===== config.mk =====
export PLATFORM = sky130hd
export DESIGN_NAME = alu_seq_flat
export DESIGN_NICKNAME = d
export VERILOG_FILES = /design/src/rtl/alu_seq_if.sv /design/src/rtl/alu_seq.sv /design/src/flat_wrapper.sv
export SDC_FILE = /design/constraint.sdc
export NUM_CORES = 1
export LEC_CHECK = 0
export ABC_AREA = 1
export CAP_MARGIN = 20
export CELL_PAD_IN_SITES_DETAIL_PLACEMENT = 1
export CELL_PAD_IN_SITES_GLOBAL_PLACEMENT = 1
export CORE_ASPECT_RATIO = 0.6
export CORE_MARGIN = 2
export CORE_UTILIZATION = 40
export DETAILED_ROUTE_END_ITERATION = 8
export GPL_ROUTABILITY_DRIVEN = 0
export GPL_TIMING_DRIVEN = 0
export PLACE_DENSITY_LB_ADDON = 0.05
export RECOVER_POWER = 100
export SETUP_SLACK_MARGIN = 0.4
export SYNTH_ARGS = -nofsm -noshare
export SYNTH_HDL_FRONTEND = slang
export SYNTH_SLANG_ARGS = --single-unit

===== constraint.sdc =====
create_clock -name clk -period 2.9 [get_ports clk]
set_input_delay 0.58 -clock clk [delete_from_list [all_inputs] [get_ports clk]]
set_output_delay 0.58 -clock clk [all_outputs]
set_load 0.05 [all_outputs]

===== src/rtl/alu_seq_if.sv =====
`default_nettype none
// ============================================================================
//  Module   : alu_seq_if
//  Purpose  : Request/result bundle between the datapath control and alu_seq.
//             The master drives operands, select and start; the slave returns
//             the registered result, flags and the busy/done handshake.
//  Revision : 1.0  initial release
// ============================================================================
interface alu_seq_if #(
  parameter int WIDTH = 5
);
  logic             start;
  logic [WIDTH-1:0] inp_A;
  logic [WIDTH-1:0] inp_B;
  logic [2:0]       select;
  logic [WIDTH-1:0] out;
  logic [WIDTH-1:0] out_hi;
  logic             carry;
  logic             zero;
  logic             busy;
  logic             done;

  modport master (
    output start, inp_A, inp_B, select,
    input  out, out_hi, carry, zero, busy, done
  );

  modport slave (
    input  start, inp_A, inp_B, select,
    output out, out_hi, carry, zero, busy, done
  );
endinterface
`default_nettype wire


===== src/rtl/alu_seq.sv =====
`default_nettype none
// ============================================================================
//  Module   : alu_seq
//  Purpose  : Registered ALU (AND/ADD/OR/XOR/SUB/SLT) with a multi-cycle
//             unsigned shift-add multiplier, carry/zero flags and a
//             start/busy/done handshake. Select codes 0-3 keep the legacy
//             meaning of the old combinational unit.
//  Revision : 1.0  initial release
// ============================================================================
module alu_seq #(
  parameter int WIDTH = 5
) (
  input  logic     clk,
  input  logic     reset,
  alu_seq_if.slave bus
);

  localparam int CNT_W = (WIDTH > 2) ? $clog2(WIDTH) : 1;
  localparam logic [CNT_W-1:0] LAST_CNT = CNT_W'(WIDTH - 1);

  localparam logic [2:0] OP_AND = 3'b000;
  localparam logic [2:0] OP_ADD = 3'b001;
  localparam logic [2:0] OP_OR  = 3'b010;
  localparam logic [2:0] OP_XOR = 3'b011;
  localparam logic [2:0] OP_SUB = 3'b100;
  localparam logic [2:0] OP_SLT = 3'b101;
  localparam logic [2:0] OP_MUL = 3'b110;

  typedef enum logic [0:0] {
    IDLE    = 1'b0,
    MUL_RUN = 1'b1
  } state_t;

  state_t             state_q;
  logic [WIDTH-1:0]   out_q;
  logic [WIDTH-1:0]   out_hi_q;
  logic               carry_q;
  logic               zero_q;
  logic               busy_q;
  logic               done_q;

  // Multiplier working registers: the multiplicand is kept pre-shifted by the
  // iteration count and the multiplier is consumed LSB first, so each step
  // only needs bit 0 and a plain add.
  logic [2*WIDTH-1:0] acc_q;
  logic [2*WIDTH-1:0] mcand_q;
  logic [WIDTH-1:0]   mplier_q;
  logic [CNT_W-1:0]   cnt_q;

  logic [WIDTH-1:0]   alu_res_d;
  logic               alu_carry_d;
  logic [WIDTH:0]     add_ext_d;
  logic [2*WIDTH-1:0] acc_d;

  // Single-cycle result and carry straight from the live operands
  always_comb begin
    add_ext_d   = {1'b0, bus.inp_A} + {1'b0, bus.inp_B};
    alu_res_d   = '0;
    alu_carry_d = 1'b0;
    case (bus.select)
      OP_AND: alu_res_d = bus.inp_A & bus.inp_B;
      OP_ADD: begin
        alu_res_d   = add_ext_d[WIDTH-1:0];
        alu_carry_d = add_ext_d[WIDTH];
      end
      OP_OR:  alu_res_d = bus.inp_A | bus.inp_B;
      OP_XOR: alu_res_d = bus.inp_A ^ bus.inp_B;
      OP_SUB: begin
        alu_res_d   = bus.inp_A - bus.inp_B;
        alu_carry_d = (bus.inp_A >= bus.inp_B);
      end
      OP_SLT: alu_res_d = {{(WIDTH-1){1'b0}},
                           ($signed(bus.inp_A) < $signed(bus.inp_B))};
      // MUL is not computed here; 111 is reserved and yields all zeros
      default: begin
        alu_res_d   = '0;
        alu_carry_d = 1'b0;
      end
    endcase
  end

  // Accumulator value after the current shift-add iteration
  always_comb begin
    acc_d = acc_q + (mplier_q[0] ? mcand_q : '0);
  end

  // Control FSM plus all registered outputs and multiplier datapath
  always_ff @(posedge clk) begin
    if (reset) begin
      state_q  <= IDLE;
      out_q    <= '0;
      out_hi_q <= '0;
      carry_q  <= 1'b0;
      zero_q   <= 1'b0;
      busy_q   <= 1'b0;
      done_q   <= 1'b0;
      acc_q    <= '0;
      mcand_q  <= '0;
      mplier_q <= '0;
      cnt_q    <= '0;
    end else begin
      done_q <= 1'b0;
      case (state_q)
        IDLE: begin
          if (bus.start) begin
            if (bus.select == OP_MUL) begin
              acc_q    <= '0;
              mcand_q  <= {{WIDTH{1'b0}}, bus.inp_A};
              mplier_q <= bus.inp_B;
              cnt_q    <= '0;
              busy_q   <= 1'b1;
              state_q  <= MUL_RUN;
            end else begin
              out_q    <= alu_res_d;
              out_hi_q <= '0;
              carry_q  <= alu_carry_d;
              zero_q   <= (alu_res_d == '0);
              done_q   <= 1'b1;
            end
          end
        end
        MUL_RUN: begin
          acc_q    <= acc_d;
          mcand_q  <= mcand_q << 1;
          mplier_q <= mplier_q >> 1;
          cnt_q    <= cnt_q + 1'b1;
          // The last iteration publishes the product directly, so the
          // result lands on the same edge that drops busy.
          if (cnt_q == LAST_CNT) begin
            out_q    <= acc_d[WIDTH-1:0];
            out_hi_q <= acc_d[2*WIDTH-1:WIDTH];
            carry_q  <= (acc_d[2*WIDTH-1:WIDTH] != '0);
            zero_q   <= (acc_d == '0);
            done_q   <= 1'b1;
            busy_q   <= 1'b0;
            state_q  <= IDLE;
          end
        end
        default: begin
          busy_q  <= 1'b0;
          state_q <= IDLE;
        end
      endcase
    end
  end

  assign bus.out    = out_q;
  assign bus.out_hi = out_hi_q;
  assign bus.carry  = carry_q;
  assign bus.zero   = zero_q;
  assign bus.busy   = busy_q;
  assign bus.done   = done_q;

endmodule
`default_nettype wire

===== src/flat_wrapper.sv =====
// flat-port wrapper written by rule: the top's interface ports become plain ports
module alu_seq_flat 
#(
  parameter int WIDTH = 5
)
  (clk, reset, bus_start, bus_inp_A, bus_inp_B, bus_select, bus_out, bus_out_hi, bus_carry, bus_zero, bus_busy, bus_done);
  alu_seq_if #(.WIDTH(WIDTH)) bus_i ();
  input  logic clk;
  input  logic reset;
  input wire logic [$bits(bus_i.start)-1:0] bus_start;
  input wire logic [$bits(bus_i.inp_A)-1:0] bus_inp_A;
  input wire logic [$bits(bus_i.inp_B)-1:0] bus_inp_B;
  input wire logic [$bits(bus_i.select)-1:0] bus_select;
  output wire logic [$bits(bus_i.out)-1:0] bus_out;
  output wire logic [$bits(bus_i.out_hi)-1:0] bus_out_hi;
  output wire logic [$bits(bus_i.carry)-1:0] bus_carry;
  output wire logic [$bits(bus_i.zero)-1:0] bus_zero;
  output wire logic [$bits(bus_i.busy)-1:0] bus_busy;
  output wire logic [$bits(bus_i.done)-1:0] bus_done;
  assign bus_i.start = bus_start;
  assign bus_i.inp_A = bus_inp_A;
  assign bus_i.inp_B = bus_inp_B;
  assign bus_i.select = bus_select;
  assign bus_out = bus_i.out;
  assign bus_out_hi = bus_i.out_hi;
  assign bus_carry = bus_i.carry;
  assign bus_zero = bus_i.zero;
  assign bus_busy = bus_i.busy;
  assign bus_done = bus_i.done;
  alu_seq #(.WIDTH(WIDTH)) u_core (.clk(clk), .reset(reset), .bus(bus_i));
endmodule

==> results of run 1 <==
sequential cells by signal, summed over array words and instances, names as in the netlist:
name / cells
u_core.acc_q: 10
u_core.bus.zero: 1
u_core.mcand_q: 10
u_core.bus.done: 1
u_core.mplier_q: 5
u_core.bus.carry: 1
u_core.cnt_q: 3
u_core.bus.busy: 1
u_core.state_q: 1
u_core.bus.out_hi: 5
u_core.bus.out: 5
power by group through the flow:
stage | combinational (mW) | clock (mW) | sequential, mW
finish | 0.344 | 0.591 | 0.625
global route | 0.372 | 0.627 | 0.627
CTS | 0.323 | 0.599 | 0.625
detailed placement | 0.318 | 0 | 0.638
global placement | 0.311 | 0 | 0.637
floorplan | 0.151 | 0 | 0.684
cells by family after synthesis:
| kind of cell | synth area share (%) |
|---|---|
| DFF | 29.2 |
| buffers and inverters | 10.9 |
| and+or+nand+nor | 31.4 |
| AOI/OAI and AO/OA | 14.3 |
| xor gates and xnor gates | 1.19 |
| adders and majority gates | 13.1 |
synthesized netlist by cell type:
library cell  instances
dfxtp_1              43
buf_2                 7
o21a_1                1
o211ai_1              1
nand4_1              11
a311oi_1              1
or2_2                 2
nor2_2                3
xor2_1                2
a21oi_1              37
nand3b_1              1
a31oi_1               7
o221ai_1              4
inv_1                62
nor3_1                4
inv_2                 2
nand3_1              42
clkbuf_1             10
o21ai_0              21
xnor2_1               2
o21ai_1               1
a22oi_1               2
nand2_1             127
buf_4                 1
nor2_1               30
ha_1                 26
fa_1                  3
o21bai_1              1
stage by stage:
step / cells / area, µm²
after floorplan: 454 / 2950
after global placement: 573 / 3340
after detailed placement: 573 / 3340
after CTS: 581 / 3520
after global routing: 586 / 3620
final: 586 / 3620
layer usage:
layer / wire length, µm / global-route usage [%] / vias up
li1: - / - / 1549
met2: 4120 / 34.3 / 91
met5: 0 / 0 / -
met3: 755 / 7.99 / 7
met1: 5670 / 43.1 / 1572
met4: 50 / 3.61 / 0
worst paths after layout:
path                          end  cells past startpoint
setup reg to reg  u_core.bus.zero                     15
setup / recovery  u_core.bus.zero                     12
hold reg to reg   u_core.acc_q[6]                      2
hold / removal    u_core.acc_q[6]                      2
timing repair:
action                     in CTS  in global routing
setup endpoints to repair       3                  4
pin swaps                       0                  6
gates resized for setup        10                 25
setup buffers                   0                  5
worst register-to-register path: stages (launching register included):
cell      delay, ps
dfxtp_1         350
clkbuf_1        370
nand2_1         100
inv_1           100
ha_1            260
fa_2            260
nand3_1          80
nand3_1         130
nand2_1          90
nand3_1          70
nand2_1         120
nor2_1          130
nand3_1         130
nor2_1          120
nor2_1           50
nor2_1           70
layout make-up:
| cell class | count | area, µm² | share of cell area, % |
|---|---|---|---|
| tap | 91 | 114 | 3.15 |
| timing repair buffer | 33 | 323 | 8.92 |
| sequential | 43 | 861 | 23.8 |
| inverter | 64 | 241 | 6.67 |
| clock inverter | 2 | 16.3 | 0.449 |
| multi-input combinational | 329 | 1840 | 50.8 |
| clock buffer | 6 | 139 | 3.84 |
| buffer | 18 | 85.1 | 2.35 |
==> out/metrics.cfg, run 1 <==
[critical_path]
cp-start-kind=input port
path_max_fanout=5
r2r_slack_ps=410
cp_data_arrival_time_ps=2690
critPathRequiredTime_ps=3080
crit_family=buffers and inverters
end_kind=flip-flop
cp_cell_sequence=clkdlybuf4s50_1 -> inv_1 -> ha_4 -> clkinvlp_2 -> o21ai_0 -> nor2_1 -> nand3_1 -> nor2_2 -> nand2_1 -> nand2_1 -> nor2_1 -> nor2_1
slowest_delay_ps=500
worstReg2RegStart=u_core.mplier_q[0]
slowest_stage=clkdlybuf4s50_1
startpoint=bus_inp_A[4]
path_buf_inv=3
crit_type=in2reg
cp_common_cell=nor2_1

[floorplanning]
die-width_um=115
core_mm2=0.00721
ios=30
start_util_pct=40.9
die_h_um=70.5
rows=24
die_area_mm2=0.00810

[global_route]
grt_pass1_vias=3075
grt_usage_pct=26.6
grt_pass1_wl_mm=16.4
antenna_found_initial=0
grt_overflow=0
grt_max_degree=15

[logic_synthesis]
syn_area_mm2=0.00295
ys_ff_latch=43
synth.area.top_cells=dfxtp_1 29%, nand2_1 16%, ha_1 11%, inv_1 7.9%, nand3_1 7.1%
ys_seq_area_share_pct=29.2
synth_cell_types=28
avgSynthCellArea_um2=6.50
synth_area_leader_cell=dfxtp_1
synth_nets=499
synthCells=454
yosys_warnings=0
synth_top_area_share_pct=29.2

[timing]
setup_viol=0
slew_headroom_pct=59.7
whs_ps=474
final.period_utilization_pct=86.5
finalWorstSetupSlack_ps=391
tightest_slew_ps=604
period_minus_slack_ps=2510
hold_viol=0
rsz0062_at_grt=no
fin_skew_ps=2.54
max_freq_mhz=399
tns_ps=0
maxSlewViolCount=0

[pwr]
p_sw_mw=0.492
vdd_drop_max_mv=0.265
seqPwrFrac_pct=40.0
netSwitchingFraction_pct=31.6
design_power_total_mw=1.56
p_comb_share_pct=22.1
internal_power_mw=1.07
power.density_mw_per_mm2=431
p_clk_share_pct=37.9
p_leak_nw=1.77

[place]
dp_hpwl_mm=8.30
pre_cts_slack_ps=-17.1
port_buffers=28

[clock_tree]
cts_sinks=43
clockBufferDepth=2
cts_tree=yes
h-tree-depth=2
cts_root_buffer=clkbuf_16
clk_latency_ps=290
cts_hold_buf=0
clk_pin_slew_ps=60
cts-buffers-inserted=5

[drt]
dr.first_iter.drc_count=202
via_per_inst=5.49
drtPass1Iterations=5
routed_wl_mm=10.6
vias=3219
drtAntennaViolNets=0
drcViolationCount=0
wl_per_cell_um=18.1

[cells_and_area]
final_cell_mix=126 x nand2_1, 56 x inv_1, 43 x dfxtp_1
area_growth_pct=22.7
utilization_pct=50.2
fill_cells=983
fin_nets=539
final_common_cell=nand2_1
drive_gt1_share_pct=8.69
diodes=0

[hold_path]
hold_class=reg2reg
hp-start=u_core.acc_q[6]

[run]
maxCapViolations=0

[status]
status=finished, final reports clean

Note: power is estimated with default switching activity, not from simulation.
==> inputs of run 2 (changes only) <==
--- a/config.mk
+++ b/config.mk
@@ -17,6 +17,7 @@
 export GPL_TIMING_DRIVEN = 0
 export PLACE_DENSITY_LB_ADDON = 0.05
 export RECOVER_POWER = 100
+export REMOVE_ABC_BUFFERS = 1
 export SETUP_SLACK_MARGIN = 0.4
 export SYNTH_ARGS = -nofsm -noshare
 export SYNTH_HDL_FRONTEND = slang
==> out/metrics.cfg, run 2 (synthesis results as in run 1) <==
[clock_tree]
cts-buffers-inserted=5  ; unchanged
clk_latency_ps=290  ; about the same
cts_tree=yes  ; unchanged
clk_pin_slew_ps=70  ; was 60 ps
cts_hold_buf=0  ; unchanged
clockBufferDepth=2  ; unchanged
cts_sinks=43  ; unchanged
cts_root_buffer=clkbuf_16  ; unchanged
h-tree-depth=2  ; unchanged

[timing]
setup_viol=0  ; unchanged
whs_ps=472  ; was 474 ps
final.period_utilization_pct=88.9  ; was 86.5%
rsz0062_at_grt=no  ; unchanged
tightest_slew_ps=690  ; was 604 ps
finalWorstSetupSlack_ps=322  ; was 391 ps
max_freq_mhz=388  ; was 399 MHz
slew_headroom_pct=53.9  ; was 59.7%
fin_skew_ps=5.82  ; was 2.54 ps
maxSlewViolCount=0  ; unchanged
hold_viol=0  ; unchanged
period_minus_slack_ps=2580  ; was 2510 ps

[drt]
routed_wl_mm=10.2  ; was 10.6 mm
dr.first_iter.drc_count=196  ; was 202
vias=3133  ; was 3219
drcViolationCount=0  ; unchanged
drtPass1Iterations=4  ; was 5
via_per_inst=5.44  ; was 5.49
drtAntennaViolNets=0  ; unchanged
wl_per_cell_um=17.7  ; was 18.1 µm

[critical_path]
crit_type=in2reg  ; unchanged
end_kind=flip-flop  ; unchanged
r2r_slack_ps=490  ; was 410 ps
slowest_delay_ps=770  ; was 500 ps
worstReg2RegStart=u_core.mplier_q[0]  ; unchanged
critPathRequiredTime_ps=3060  ; was 3080 ps
r2r_end=u_core.bus.zero  ; unchanged
cp_cell_sequence=dlygate4sd3_1 -> inv_2 -> nand4_1 -> inv_1 -> nor2_1 -> inv_1 -> o221ai_1 -> a21oi_1  ; was clkdlybuf4s50_1 -> inv_1 -> ha_4 -> clkinvlp_2 -> o21ai_0 -> nor2_1 -> nand3_1 -> nor2_2 -> nand2_1 -> nand2_1 -> nor2_1 -> nor2_1
cp_data_arrival_time_ps=2740  ; was 2690 ps
reg2reg_depth=15  ; unchanged
cp_common_cell=inv_1  ; was nor2_1
slowest_stage=dlygate4sd3_1  ; was clkdlybuf4s50_1
path_max_fanout=10  ; was 5
cp-start-kind=input port  ; unchanged

[cells_and_area]
utilization_pct=49.9  ; was 50.2%
diodes=0  ; unchanged
area_growth_pct=22.1  ; was 22.7%
final_cell_mix=126 x nand2_1, 57 x inv_1, 42 x dfxtp_1  ; was 126 x nand2_1, 56 x inv_1, 43 x dfxtp_1
drive_gt1_share_pct=8.87  ; was 8.69%
largestRegisters=u_core.acc_q: 10 flops, u_core.mcand_q: 10 flops  ; unchanged
stdcell_count=576  ; was 586
fin_nets=529  ; was 539
final_common_cell=nand2_1  ; unchanged

[pwr]
p_leak_nw=1.76  ; was 1.77 nW
design_power_total_mw=1.64  ; was 1.56 mW
power.density_mw_per_mm2=457  ; was 431 mW/mm²
p_sw_mw=0.506  ; was 0.492 mW
p_clk_share_pct=41.0  ; was 37.9%
p_comb_share_pct=20.7  ; was 22.1%
internal_power_mw=1.14  ; was 1.07 mW
seqPwrFrac_pct=38.3  ; was 40.0%
netSwitchingFraction_pct=30.8  ; was 31.6%
vdd_drop_max_mv=0.340  ; was 0.265 mV

[floorplanning]
core_mm2=0.00721  ; unchanged
start_util_pct=40.9  ; unchanged
die_h_um=70.5  ; unchanged
ios=30  ; unchanged
die-width_um=115  ; unchanged
die_area_mm2=0.00810  ; unchanged
rows=24  ; unchanged

[place]
port_buffers=29  ; was 28
dp_hpwl_mm=7.55  ; was 8.30 mm
pre_cts_slack_ps=-276  ; was -17.1 ps
placedCellCount=556  ; was 573

[global_route]
antenna_found_initial=0  ; unchanged
grt_overflow=0  ; unchanged
grt_usage_pct=25.0  ; was 26.6%
grt_pass1_vias=3050  ; was 3075
grt_pass1_wl_mm=15.7  ; was 16.4 mm
grt_max_degree=26  ; was 15

[run]
maxCapViolations=0  ; unchanged

[status]
status=finished, final reports clean  ; unchanged

[hold_path]
hp-start=u_core.mcand_q[9]  ; was u_core.acc_q[6]
holdPathEnd=u_core.mcand_q[9]  ; was u_core.acc_q[6]
worstHoldPathCells=2  ; unchanged
hold_class=reg2reg  ; unchanged

run 2: critical path, delay by kind of cell:
kind	cells	cell delay [ps]
AND/OR/NAND/NOR	2	560
buffers and inverters	4	1230
AO/OA/AOI/OAI	2	350
run 2: stage by stage:
stage	cell area (µm²)	TNS [ps]
after detailed placement	3270	-1560
final	3600	0
after CTS	3500	0
after global placement	3270	-1100
after global routing	3600	0
after floorplan	2870	0
run 2: layer usage:
layer	up-vias	track usage [%]	wire, µm	part of all wire (%)
met1	1518	40.5	5630	55
met4	0	3.21	38	0.37
met5	-	0	0	0
met3	5	4.17	513	5.0
li1	1534	-	-	-
met2	76	35.0	4010	39
run 2: final cells by class:
cell class                 instances  area, µm²
sequential                        43        862
clock buffer                       5        125
inverter                          64        244
fill                             962       3610
clock inverter                     3       46.3
tap                               91        114
timing repair buffer              40        363
multi-input combinational        330       1850
run 2: power by group through the flow:
stage,clock [mW],sequential [mW],combinational (mW)
3_5_place_dp,0,0.642,0.305
3_3_place_gp,0,0.641,0.297
5_1_grt,0.703,0.631,0.368
6_report,0.674,0.629,0.340
4_1_cts,0.686,0.629,0.315
2_1_floorplan,0,0.686,0.134
run 2: worst max path at each step:
stage,from,endpoint,cells past startpoint
global placement,bus_select[0],u_core.mcand_q[3],8
detailed placement,bus_select[0],u_core.mcand_q[3],8
global route,bus_inp_A[3],u_core.bus.zero,13
CTS,bus_select[0],u_core.mcand_q[4],8
finish,bus_select[0],u_core.mcand_q[3],8
floorplan,bus_inp_A[0],u_core.bus.zero,12
run 2: what timing repair did:
item / in CTS / in global routing
setup endpoints to repair: 41 / 14
cloned: 0 / 1
buffers inserted: 1 / 10
pin swaps: 2 / 7
gates resized for setup: 15 / 21
==> inputs of run 3 (changes only) <==
--- a/config.mk
+++ b/config.mk
@@ -18,7 +18,7 @@
 export PLACE_DENSITY_LB_ADDON = 0.05
 export RECOVER_POWER = 100
 export REMOVE_ABC_BUFFERS = 1
-export SETUP_SLACK_MARGIN = 0.4
+export SETUP_SLACK_MARGIN = 0.15
 export SYNTH_ARGS = -nofsm -noshare
 export SYNTH_HDL_FRONTEND = slang
 export SYNTH_SLANG_ARGS = --single-unit
==> constraint.sdc (replaced) <==
create_clock -name clk -period 2.9 [get_ports clk]
set_input_delay 0.58 -clock clk [delete_from_list [all_inputs] [get_ports clk]]
set_output_delay 0.58 -clock clk [all_outputs]
set_load 0.02 [all_outputs]
==> out/metrics.cfg, run 3 (synthesis results as in run 1) <==
[timing]
fin_skew_ps=3.11  ; was 5.82 ps
tns_ps=0  ; unchanged
maxSlewViolCount=0  ; unchanged
final.period_utilization_pct=93.2  ; was 88.9%
period_minus_slack_ps=2700  ; was 2580 ps
whs_ps=473  ; was 472 ps
tightest_slew_ps=1280  ; was 690 ps
hold_viol=0  ; unchanged
slew_headroom_pct=14.7  ; was 53.9%
setup_viol=0  ; unchanged
max_freq_mhz=370  ; was 388 MHz
rsz0062_at_grt=yes  ; was no

[place]
placedInstanceArea_mm2=0.00327  ; unchanged
dp_hpwl_mm=7.55  ; unchanged
placedCellCount=556  ; unchanged
port_buffers=29  ; unchanged

[critical_path]
crit_type=in2reg  ; unchanged
cp_data_arrival_time_ps=2860  ; was 2740 ps
cp-start-kind=input port  ; unchanged
critPathRequiredTime_ps=3060  ; about the same
r2r_slack_ps=510  ; was 490 ps
r2r_end=u_core.bus.zero  ; unchanged
endpoint=u_core.mcand_q[3]  ; unchanged
worstReg2RegStart=u_core.mplier_q[0]  ; unchanged
reg2reg_depth=15  ; unchanged
path_max_fanout=23  ; was 10
startpoint=bus_select[0]  ; unchanged
end_kind=flip-flop  ; unchanged

[global_route]
grt_pass1_vias=3026  ; was 3050
antenna_found_initial=0  ; unchanged
grt_overflow=0  ; unchanged
grt_max_degree=26  ; unchanged
grt_usage_pct=25.1  ; was 25.0%
grt_pass1_wl_mm=15.7  ; about the same

[clock_tree]
clk_latency_ps=290  ; about the same
clk_pin_slew_ps=70  ; about the same
cts_hold_buf=0  ; unchanged
clockBufferDepth=2  ; unchanged
cts-buffers-inserted=5  ; unchanged
cts_root_buffer=clkbuf_16  ; unchanged
post_cts_buffers=0  ; was 1
cts_sinks=43  ; unchanged
cts_tree=yes  ; unchanged
h-tree-depth=2  ; unchanged

[drt]
drtAntennaViolNets=0  ; unchanged
via_per_inst=5.37  ; was 5.44
routed_wl_mm=9.72  ; was 10.2 mm
drtPass1Iterations=5  ; was 4
vias=3030  ; was 3133
wl_per_cell_um=17.2  ; was 17.7 µm
dr.first_iter.drc_count=193  ; was 196
drcViolationCount=0  ; unchanged

[cells_and_area]
area_growth_pct=17.1  ; was 22.1%
drive_gt1_share_pct=3.81  ; was 8.87%
stdcell_count=564  ; was 576
final_common_cell=nand2_1  ; unchanged
diodes=0  ; unchanged
fin_nets=517  ; was 529
fill_cells=973  ; was 962
postLayoutCellArea_mm2=0.00345  ; was 0.00360 mm²
final_cell_mix=126 x nand2_1, 63 x inv_1, 42 x nand3_1, 42 x dfxtp_1, 37 x a21oi_1  ; was 126 x nand2_1, 57 x inv_1, 42 x dfxtp_1
largestRegisters=u_core.acc_q: 10 flops, u_core.mcand_q: 10 flops  ; unchanged

[pwr]
vdd_drop_max_mv=0.301  ; was 0.340 mV
power.density_mw_per_mm2=456  ; was 457 mW/mm²
design_power_total_mw=1.58  ; was 1.64 mW
p_leak_nw=1.69  ; was 1.76 nW

[floorplanning]
die_area_mm2=0.00810  ; unchanged
core_mm2=0.00721  ; unchanged
ios=30  ; unchanged
die_h_um=70.5  ; unchanged
die-width_um=115  ; unchanged
start_util_pct=40.9  ; unchanged
rows=24  ; unchanged

[run]
maxCapViolations=0  ; unchanged

[status]
status=finished, final reports clean  ; unchanged

[hold_path]
hold_class=reg2reg  ; unchanged

==> run 3: cell count changes in the layout (fill, tap and decap cells not counted), moves of 4 or more <==
cell / previous run / this run
nor2_2: 5 / 1
buf_4: 6 / 0
clkdlybuf4s50_1: 8 / 12
inv_2: 6 / 1
inv_1: 57 / 63
==> run 3: what timing repair did <==
item / 4_1_cts / 5_1_grt
pin swaps: 0 / 0
endpoints found under the setup margin: 17 / 16
gates resized for setup: 2 / 5
==> run 3: cell type report <==
class,instances,area [µm²],area share [%]
clock inverter,3,46.3,1.34
multi-input combinational,329,1780,51.6
inverter,64,240,6.96
timing repair buffer,29,284,8.23
tap,91,114,3.30
sequential,43,862,25.0
clock buffer,5,125,3.62
==> run 3: worst min-delay path by stage <==
stage | from | end | slack, ps | cells past startpoint
after floorplan | u_core.mcand_q[9] | u_core.mcand_q[9] | 430 | 2
after global placement | u_core.mcand_q[9] | u_core.mcand_q[9] | 460 | 2
after detailed placement | u_core.acc_q[3] | u_core.acc_q[3] | 460 | 2
after CTS | u_core.acc_q[3] | u_core.acc_q[3] | 470 | 2
after global routing | u_core.mcand_q[9] | u_core.mcand_q[9] | 510 | 2
final | u_core.mcand_q[9] | u_core.mcand_q[9] | 470 | 2
==> run 3: worst max-delay path, cell delays in order <==
cell and delay (ps):
dlygate4sd3_1 740, inv_1 200, nand4_1 180, inv_1 100, nor2_4 490, inv_1 240, o221ai_1 250, a21oi_1 60
==> run 3: stage by stage <==
| stage | utilization [%] | setup slack (ps) |
|---|---|---|
| floorplan | - | 892 |
| global placement | 45.4 | -245 |
| detailed placement | 45.4 | -276 |
| CTS | 47.9 | 167 |
| global route | 47.9 | 59.6 |
| finish | 47.9 | 196 |
==> run 3: layer usage <==
layer / track usage [%] / wire (µm) / up-vias
met4: 3.21 / 36 / 0
met2: 34.6 / 3730 / 78
met5: 0 / 0 / -
met1: 40.9 / 5380 / 1441
met3: 4.17 / 571 / 5
li1: - / - / 1506
==> run 3: power by group <==
group          switching, mW  internal, mW
Clock                  0.263         0.410
Combinational          0.177        0.0959
Sequential            0.0167         0.612
